==> config.mk <==
export PLATFORM = sky130hd
export DESIGN_NAME = serial_receiver_flat
export DESIGN_NICKNAME = d
export VERILOG_FILES = /design/src/rtl/serial_receiver_pkg.sv /design/src/rtl/serial_receiver_if.sv /design/src/rtl/serial_receiver_rx_edge_detect.sv /design/src/rtl/serial_receiver.sv /design/src/flat_wrapper.sv
export SDC_FILE = /design/constraint.sdc
export NUM_CORES = 1
export LEC_CHECK = 0
export CAP_MARGIN = 5
export CORE_ASPECT_RATIO = 1.1
export CORE_MARGIN = 1.5
export CORE_UTILIZATION = 45
export CTS_CLUSTER_SIZE = 12
export DETAILED_ROUTE_END_ITERATION = 10
export PLACE_DENSITY = 0.73
export SLEW_MARGIN = 20
export SYNTH_ARGS = -nofsm -noshare
export SYNTH_HDL_FRONTEND = slang
export SYNTH_SLANG_ARGS = --single-unit
export TNS_END_PERCENT = 5
==> constraint.sdc <==
create_clock -name Clk -period 3.44 [get_ports Clk]
set_input_delay 0.516 -clock Clk [delete_from_list [all_inputs] [get_ports Clk]]
set_output_delay 0.516 -clock Clk [all_outputs]
set_load 0.05 [all_outputs]
==> src/rtl/serial_receiver_pkg.sv <==
// Shared definitions for the serial receiver: FSM state encoding, default word
// width and the bit positions of the calculator fields inside a 32-bit result word.
package serial_receiver_pkg;

  localparam int DATA_SIZE = 32;

  typedef enum logic [1:0] {
    IDLE     = 2'd0,
    SHIFT    = 2'd1,
    WAIT_END = 2'd2
  } rxState_t;

  // Calculator word layout: {opA, opB, result, sel, flags}
  localparam int OPA_MSB = 31;
  localparam int OPA_LSB = 24;
  localparam int OPB_MSB = 23;
  localparam int OPB_LSB = 16;
  localparam int RES_MSB = 15;
  localparam int RES_LSB = 8;
  localparam int SEL_MSB = 7;
  localparam int SEL_LSB = 4;
  localparam int FLG_MSB = 3;
  localparam int FLG_LSB = 0;

endpackage

==> src/rtl/serial_receiver_if.sv <==
// Word-level output handshake of the serial receiver.
//   RxValid/RxReady : valid/ready pair, transfer on RxValid & RxReady
//   RxData          : full received word
//   RxOpA..RxFlags  : calculator fields sliced from RxData
// master = receiver side, slave = consumer side.
interface serial_receiver_if #(
  parameter int DataSize = 32
);
  logic                RxValid;
  logic                RxReady;
  logic [DataSize-1:0] RxData;
  logic [7:0]          RxOpA;
  logic [7:0]          RxOpB;
  logic [7:0]          RxResult;
  logic [3:0]          RxSel;
  logic [3:0]          RxFlags;

  modport master (
    output RxValid, RxData, RxOpA, RxOpB, RxResult, RxSel, RxFlags,
    input  RxReady
  );

  modport slave (
    input  RxValid, RxData, RxOpA, RxOpB, RxResult, RxSel, RxFlags,
    output RxReady
  );
endinterface

==> src/rtl/serial_receiver_rx_edge_detect.sv <==
// Input stage of the serial receiver: registers the serial inputs once and
// produces a one-cycle strobe on each rising edge of the registered bit clock.
//   Clk, Reset          : system clock, synchronous active-high reset
//   ClkTx/DataIn/DinValid : raw serial inputs (Clk domain)
//   DataQ, DinValidQ    : registered data and frame envelope
//   BitStb              : ClkTxQ & ~ClkTxQQ, aligned with the matching DataQ
module rx_edge_detect (
  input  logic Clk,
  input  logic Reset,
  input  logic ClkTx,
  input  logic DataIn,
  input  logic DinValid,
  output logic DataQ,
  output logic DinValidQ,
  output logic BitStb
);
  logic clkTxQ;
  logic clkTxQQ;

  always_ff @(posedge Clk) begin
    if (Reset) begin
      clkTxQ    <= 1'b0;
      clkTxQQ   <= 1'b0;
      DataQ     <= 1'b0;
      DinValidQ <= 1'b0;
    end else begin
      clkTxQ    <= ClkTx;
      clkTxQQ   <= clkTxQ;
      DataQ     <= DataIn;
      DinValidQ <= DinValid;
    end
  end

  assign BitStb = clkTxQ & ~clkTxQQ;
endmodule

==> src/rtl/serial_receiver.sv <==
// Serial receiver: rebuilds 32-bit calculator result words from the
// DataOut/ClkTx/DoutValid stream, holds one word for a valid/ready consumer,
// and flags framing errors and overruns.
//   Clk, Reset            : system clock, synchronous active-high reset
//   ClkTx, DataIn, DinValid : serial bit clock, MSB-first data, frame envelope
//   ClrErr                : clears sticky FrameErr / Overrun
//   rx                    : word handshake + field slices (master side)
//   FrameErr, Overrun     : sticky error flags
//   Busy                  : FSM not in IDLE
module serial_receiver
  import serial_receiver_pkg::*;
#(
  parameter int DataSize = DATA_SIZE,
  parameter int CntWidth = 6
) (
  input  logic              Clk,
  input  logic              Reset,
  input  logic              ClkTx,
  input  logic              DataIn,
  input  logic              DinValid,
  input  logic              ClrErr,
  serial_receiver_if.master rx,
  output logic              FrameErr,
  output logic              Overrun,
  output logic              Busy
);
  logic                dataQ;
  logic                dinValidQ;
  logic                bitStb;

  rxState_t            state;
  rxState_t            stateNext;
  logic [CntWidth-1:0] cnt;
  logic [DataSize-1:0] shiftReg;
  logic [DataSize-1:0] holdReg;
  logic [DataSize-1:0] wordIn;
  logic                rxValidR;
  logic                wordDone;
  logic                frameAbort;
  logic                accept;
  logic                loadWord;

  rx_edge_detect uEdge (
    .Clk      (Clk),
    .Reset    (Reset),
    .ClkTx    (ClkTx),
    .DataIn   (DataIn),
    .DinValid (DinValid),
    .DataQ    (dataQ),
    .DinValidQ(dinValidQ),
    .BitStb   (bitStb)
  );

  // Word as it stands after the current strobe's shift.
  assign wordIn = {shiftReg[DataSize-2:0], dataQ};

  always_ff @(posedge Clk) begin
    if (Reset) state <= IDLE;
    else       state <= stateNext;
  end

  // A strobe that finishes the word wins over a coincident envelope drop.
  always_comb begin
    stateNext  = state;
    wordDone   = 1'b0;
    frameAbort = 1'b0;
    unique case (state)
      IDLE:     if (dinValidQ) stateNext = SHIFT;
      SHIFT: begin
        if (bitStb && cnt == CntWidth'(DataSize - 1)) begin
          wordDone  = 1'b1;
          stateNext = WAIT_END;
        end else if (!dinValidQ) begin
          frameAbort = 1'b1;
          stateNext  = IDLE;
        end
      end
      WAIT_END: if (!dinValidQ) stateNext = IDLE;
      default:  stateNext = IDLE;
    endcase
  end

  assign accept   = rxValidR & rx.RxReady;
  // Load only into a free slot or one being emptied this cycle.
  assign loadWord = wordDone & (~rxValidR | accept);

  always_ff @(posedge Clk) begin
    if (Reset) begin
      cnt      <= '0;
      shiftReg <= '0;
      holdReg  <= '0;
      rxValidR <= 1'b0;
      FrameErr <= 1'b0;
      Overrun  <= 1'b0;
    end else begin
      if (state == IDLE && dinValidQ)   cnt <= '0;
      else if (state == SHIFT && bitStb) cnt <= cnt + CntWidth'(1);

      if (state == SHIFT && bitStb) shiftReg <= wordIn;

      if (loadWord) holdReg <= wordIn;

      if (loadWord)    rxValidR <= 1'b1;
      else if (accept) rxValidR <= 1'b0;

      // New error events take priority over ClrErr.
      if (frameAbort)  FrameErr <= 1'b1;
      else if (ClrErr) FrameErr <= 1'b0;

      if (wordDone && !loadWord) Overrun <= 1'b1;
      else if (ClrErr)           Overrun <= 1'b0;
    end
  end

  assign rx.RxValid  = rxValidR;
  assign rx.RxData   = holdReg;
  assign rx.RxOpA    = holdReg[OPA_MSB:OPA_LSB];
  assign rx.RxOpB    = holdReg[OPB_MSB:OPB_LSB];
  assign rx.RxResult = holdReg[RES_MSB:RES_LSB];
  assign rx.RxSel    = holdReg[SEL_MSB:SEL_LSB];
  assign rx.RxFlags  = holdReg[FLG_MSB:FLG_LSB];
  assign Busy        = (state != IDLE);
endmodule

==> src/flat_wrapper.sv <==
// flat-port wrapper written by rule: the top's interface ports become plain ports
module serial_receiver_flat import serial_receiver_pkg::*;
#(
  parameter int DataSize = DATA_SIZE,
  parameter int CntWidth = 6
)
  (Clk, Reset, ClkTx, DataIn, DinValid, ClrErr, FrameErr, Overrun, Busy, rx_RxValid, rx_RxData, rx_RxOpA, rx_RxOpB, rx_RxResult, rx_RxSel, rx_RxFlags, rx_RxReady);
  serial_receiver_if #(.DataSize(DataSize)) rx_i ();
  input  logic Clk;
  input  logic Reset;
  input  logic ClkTx;
  input  logic DataIn;
  input  logic DinValid;
  input  logic ClrErr;
  output logic FrameErr;
  output logic Overrun;
  output logic Busy;
  output wire logic [$bits(rx_i.RxValid)-1:0] rx_RxValid;
  output wire logic [$bits(rx_i.RxData)-1:0] rx_RxData;
  output wire logic [$bits(rx_i.RxOpA)-1:0] rx_RxOpA;
  output wire logic [$bits(rx_i.RxOpB)-1:0] rx_RxOpB;
  output wire logic [$bits(rx_i.RxResult)-1:0] rx_RxResult;
  output wire logic [$bits(rx_i.RxSel)-1:0] rx_RxSel;
  output wire logic [$bits(rx_i.RxFlags)-1:0] rx_RxFlags;
  input wire logic [$bits(rx_i.RxReady)-1:0] rx_RxReady;
  assign rx_RxValid = rx_i.RxValid;
  assign rx_RxData = rx_i.RxData;
  assign rx_RxOpA = rx_i.RxOpA;
  assign rx_RxOpB = rx_i.RxOpB;
  assign rx_RxResult = rx_i.RxResult;
  assign rx_RxSel = rx_i.RxSel;
  assign rx_RxFlags = rx_i.RxFlags;
  assign rx_i.RxReady = rx_RxReady;
  serial_receiver #(.DataSize(DataSize), .CntWidth(CntWidth)) u_core (.Clk(Clk), .Reset(Reset), .ClkTx(ClkTx), .DataIn(DataIn), .DinValid(DinValid), .ClrErr(ClrErr), .rx(rx_i), .FrameErr(FrameErr), .Overrun(Overrun), .Busy(Busy));
endmodule
==> impl_results.md <==
* Top cells by area, synth: dfxtp_1 46%, nand2b_1 12%, mux2i_1 9.5%, nand2_1 7.4%, buf_4 7.1%
* Final slew viol count at 0
* Total track usage at 15.3%
* CTS tree: yes
* Vias per inst at 4.86
* Global route overflow at 0
* Synth Area in Compound Gates at 7.29%
* Crit path required time at 2920 ps
* WS Path Type: reg -> out
* Number of clock buffers inserted by TritonCTS at 9
* Largest family of logic cells by synthesized area: simple AND/OR/NAND/NOR gates
* Yosys reg bits at 78
* Die Area at 0.00800 mm2
* Core Area at 0.00713 mm2
* Worst-Margin Slew at 765 ps
* Worst hold stages at 2
* Dpl hpwl at 3760 um
* Maximum fanout along the worst path at 8
* Drt drc at 7
* Hold path startpoint: u_core.shiftReg[30]$_SDFFE_PP0P_
* Mapped Area at 0.00336 mm2
* Slack of the worst reg-to-reg path at 1410 ps
* First-pass GRT wire length at 9780 um
* Post CTS Setup Buffer Count at 0
* Vias in the first global route at 2,255
* Synth cell types at 30
* Clk_skew at 9.83 ps
* Finish-stage setup viols at 0
* Yosys warns at 0
* WHS Endpoint: u_core.shiftReg[30]$_SDFFE_PP0P_
* Outcome: finished, violations left
* Antenna cells at 0
* Antenna violations before repair at 0
* RD Place Congestion at 0.740
* Part of the cycle the worst path needs at 66.3%
* Critical Path AT at 1760 ps
* Worst-Skew Late Latency at 350 ps
* Share of layout cells above drive strength 1 at 7.07%
* Synth Area in Adders at 0.372%
* Synth top area share at 46.4%
* Number of buffers added on ports at 74
* Initial Utilization at 47.2%
* Top FF cell, synth: dfxtp_1
* Asr flop ratio synth at 0%
* Most frequent cells in the layout: 78 x dfxtp_1, 73 x clkdlybuf4s50_1, 67 x nand2b_1
* Reg clk slew, reported paths at 80 ps
* R2R depth at 4
* Fmax at 439 MHz
* Worst slack, placed at 1240 ps
* Crit path setup slack, layout at 1160 ps
* Pwr Density at 397 mW/mm2
* # rows at 32
* DRT Pass-1 Iters at 7
* Max-Cap Viols at 0
* Min cycle time layout at 2280 ps
* Post-Synth XOR/XNOR Area at 0.260%
* Max-Slew Margin vs Limit at 49.0%
* Die Span Y at 93.7 um
* H-tree depth at 3
* Sequential area share after synthesis at 46.4%
* CTS hold repair buffers at 0
* Peak VDD IR at 0.000245 V
* FF-to-FF End: u_core.cnt[3]$_SDFFE_PP0P_
* Synthesized area per cell at 9.11 um2
* Hold Path Class: reg -> reg
* Synth Area in Simple Gates at 25.4%
* Final hold vios at 0
* Final ANT Viol Nets at 0
* Post-synth EDFFs at 0
* Routed WL at 5810 um
* Final setup TNS at 0 ps
* DR WL/cell at 11.7 um
* Sink Count at 78
* Clock root buffer: clkbuf_8
* Commonest non-fill, non-tap cell in the layout: dfxtp_1
* Post-Synthesis Net Count at 377
* Post-CTS sizing at 0
* RR Startpoint: u_core.state[0]$_SDFFE_PP0P_
* CP Launch Type: register
* Multiplexer share of the synthesized area at 9.52%
* Crit path capture type: output pin
* Max Root-Sink Buffers at 2
* Layout Nets at 413
* Yosys top cell by area: dfxtp_1
* RSZ-0062 raised after global routing: false
* Initial DRC count at 136
* Die X at 85.4 um
* Mapped Cells at 369
* I/O pins at 75
* P_leak at 1.26 nW
* Total power draw at 1.62 mW
* Routed vias at 2,407
* Largest net degree at the start of global routing at 59
* Failing checks: design-rule violations
* Layout area overhead at 21.4%
## cells in the mapped netlist (all sizes together) (3+ instances only)
cell,number
dfxtp,78
nand2b,68
nand2,66
buf,43
a21oi,39
mux2i,32
clkbuf,11
nor2b,4
o21ai,4
or3,4
nor2,3
## metrics by stage
stage	hold WS, ps	cells	util [%]	area, um2
6_report	463	495	57.3	4080
4_1_cts	465	495	57.3	4080
3_5_place_dp	447	479	54.6	3890
5_1_grt	486	495	57.3	4080
3_3_place_gp	437	479	54.6	3890
2_1_floorplan	432	369	-	3360
## worst max path at each step
stage,to,startpoint,cells past startpoint
CTS,Busy,u_core.state[0]$_SDFFE_PP0P_,2
global placement,u_core.rx.RxData[21]$_SDFFE_PP0P_,rx_RxReady,5
detailed placement,u_core.rx.RxData[20]$_SDFFE_PP0P_,rx_RxReady,5
floorplan,u_core.rx.RxData[10]$_SDFFE_PP0P_,u_core.cnt[0]$_SDFFE_PP0P_,5
finish,Busy,u_core.state[0]$_SDFFE_PP0P_,2
global route,Busy,u_core.state[0]$_SDFFE_PP0P_,2
## registers in the layout (all words and copies together), names as in the netlist, 2 cells and up
signal            count
u_core.cnt            6
u_core.rx.RxData     32
u_core.shiftReg      31
u_core.state          2
## where the power goes
part / leakage (nW) / switching, mW / internal (mW) / total, mW
sequential: 0.629 / 0.00349 / 0.905 / 0.909
clock: 0.0948 / 0.331 / 0.329 / 0.660
combinational: 0.537 / 0.0262 / 0.0245 / 0.0507
## routing by layer
metal | track usage [%] | wire length [um] | share of wire [%] | vias up
met1 | 18.5 | 2710 | 47 | 1110
met2 | 25.2 | 2720 | 47 | 50
li1 | - | - | - | 1238
met5 | 0 | 0 | 0 | -
met3 | 2.81 | 278 | 4.8 | 9
met4 | 9.27 | 102 | 1.8 | 0
## final cells by class
class	instances	area [um2]
Clock inverter	7	65.1
Clock buffer	9	124
Multi-Input combinational cell	236	1450
Fill cell	669	3050
Tap cell	85	106
Timing Repair Buffer	79	773
Inverter	1	3.75
Sequential cell	78	1560
## cells by family after synthesis
family,after synthesis
AOI/OAI and AO/OA,47
xor gates and xnor gates,1
adders and majority gates,1
buffers and inverters,55
DFF,78
muxes,32
and+or+nand+nor,155
## critical path, stage by stage (launching register included)
cell and delay, ps:
dfxtp_1 470, or2_2 160, clkdlybuf4s50_1 790
No activity file was read; power rests on OpenSTA's default activity.
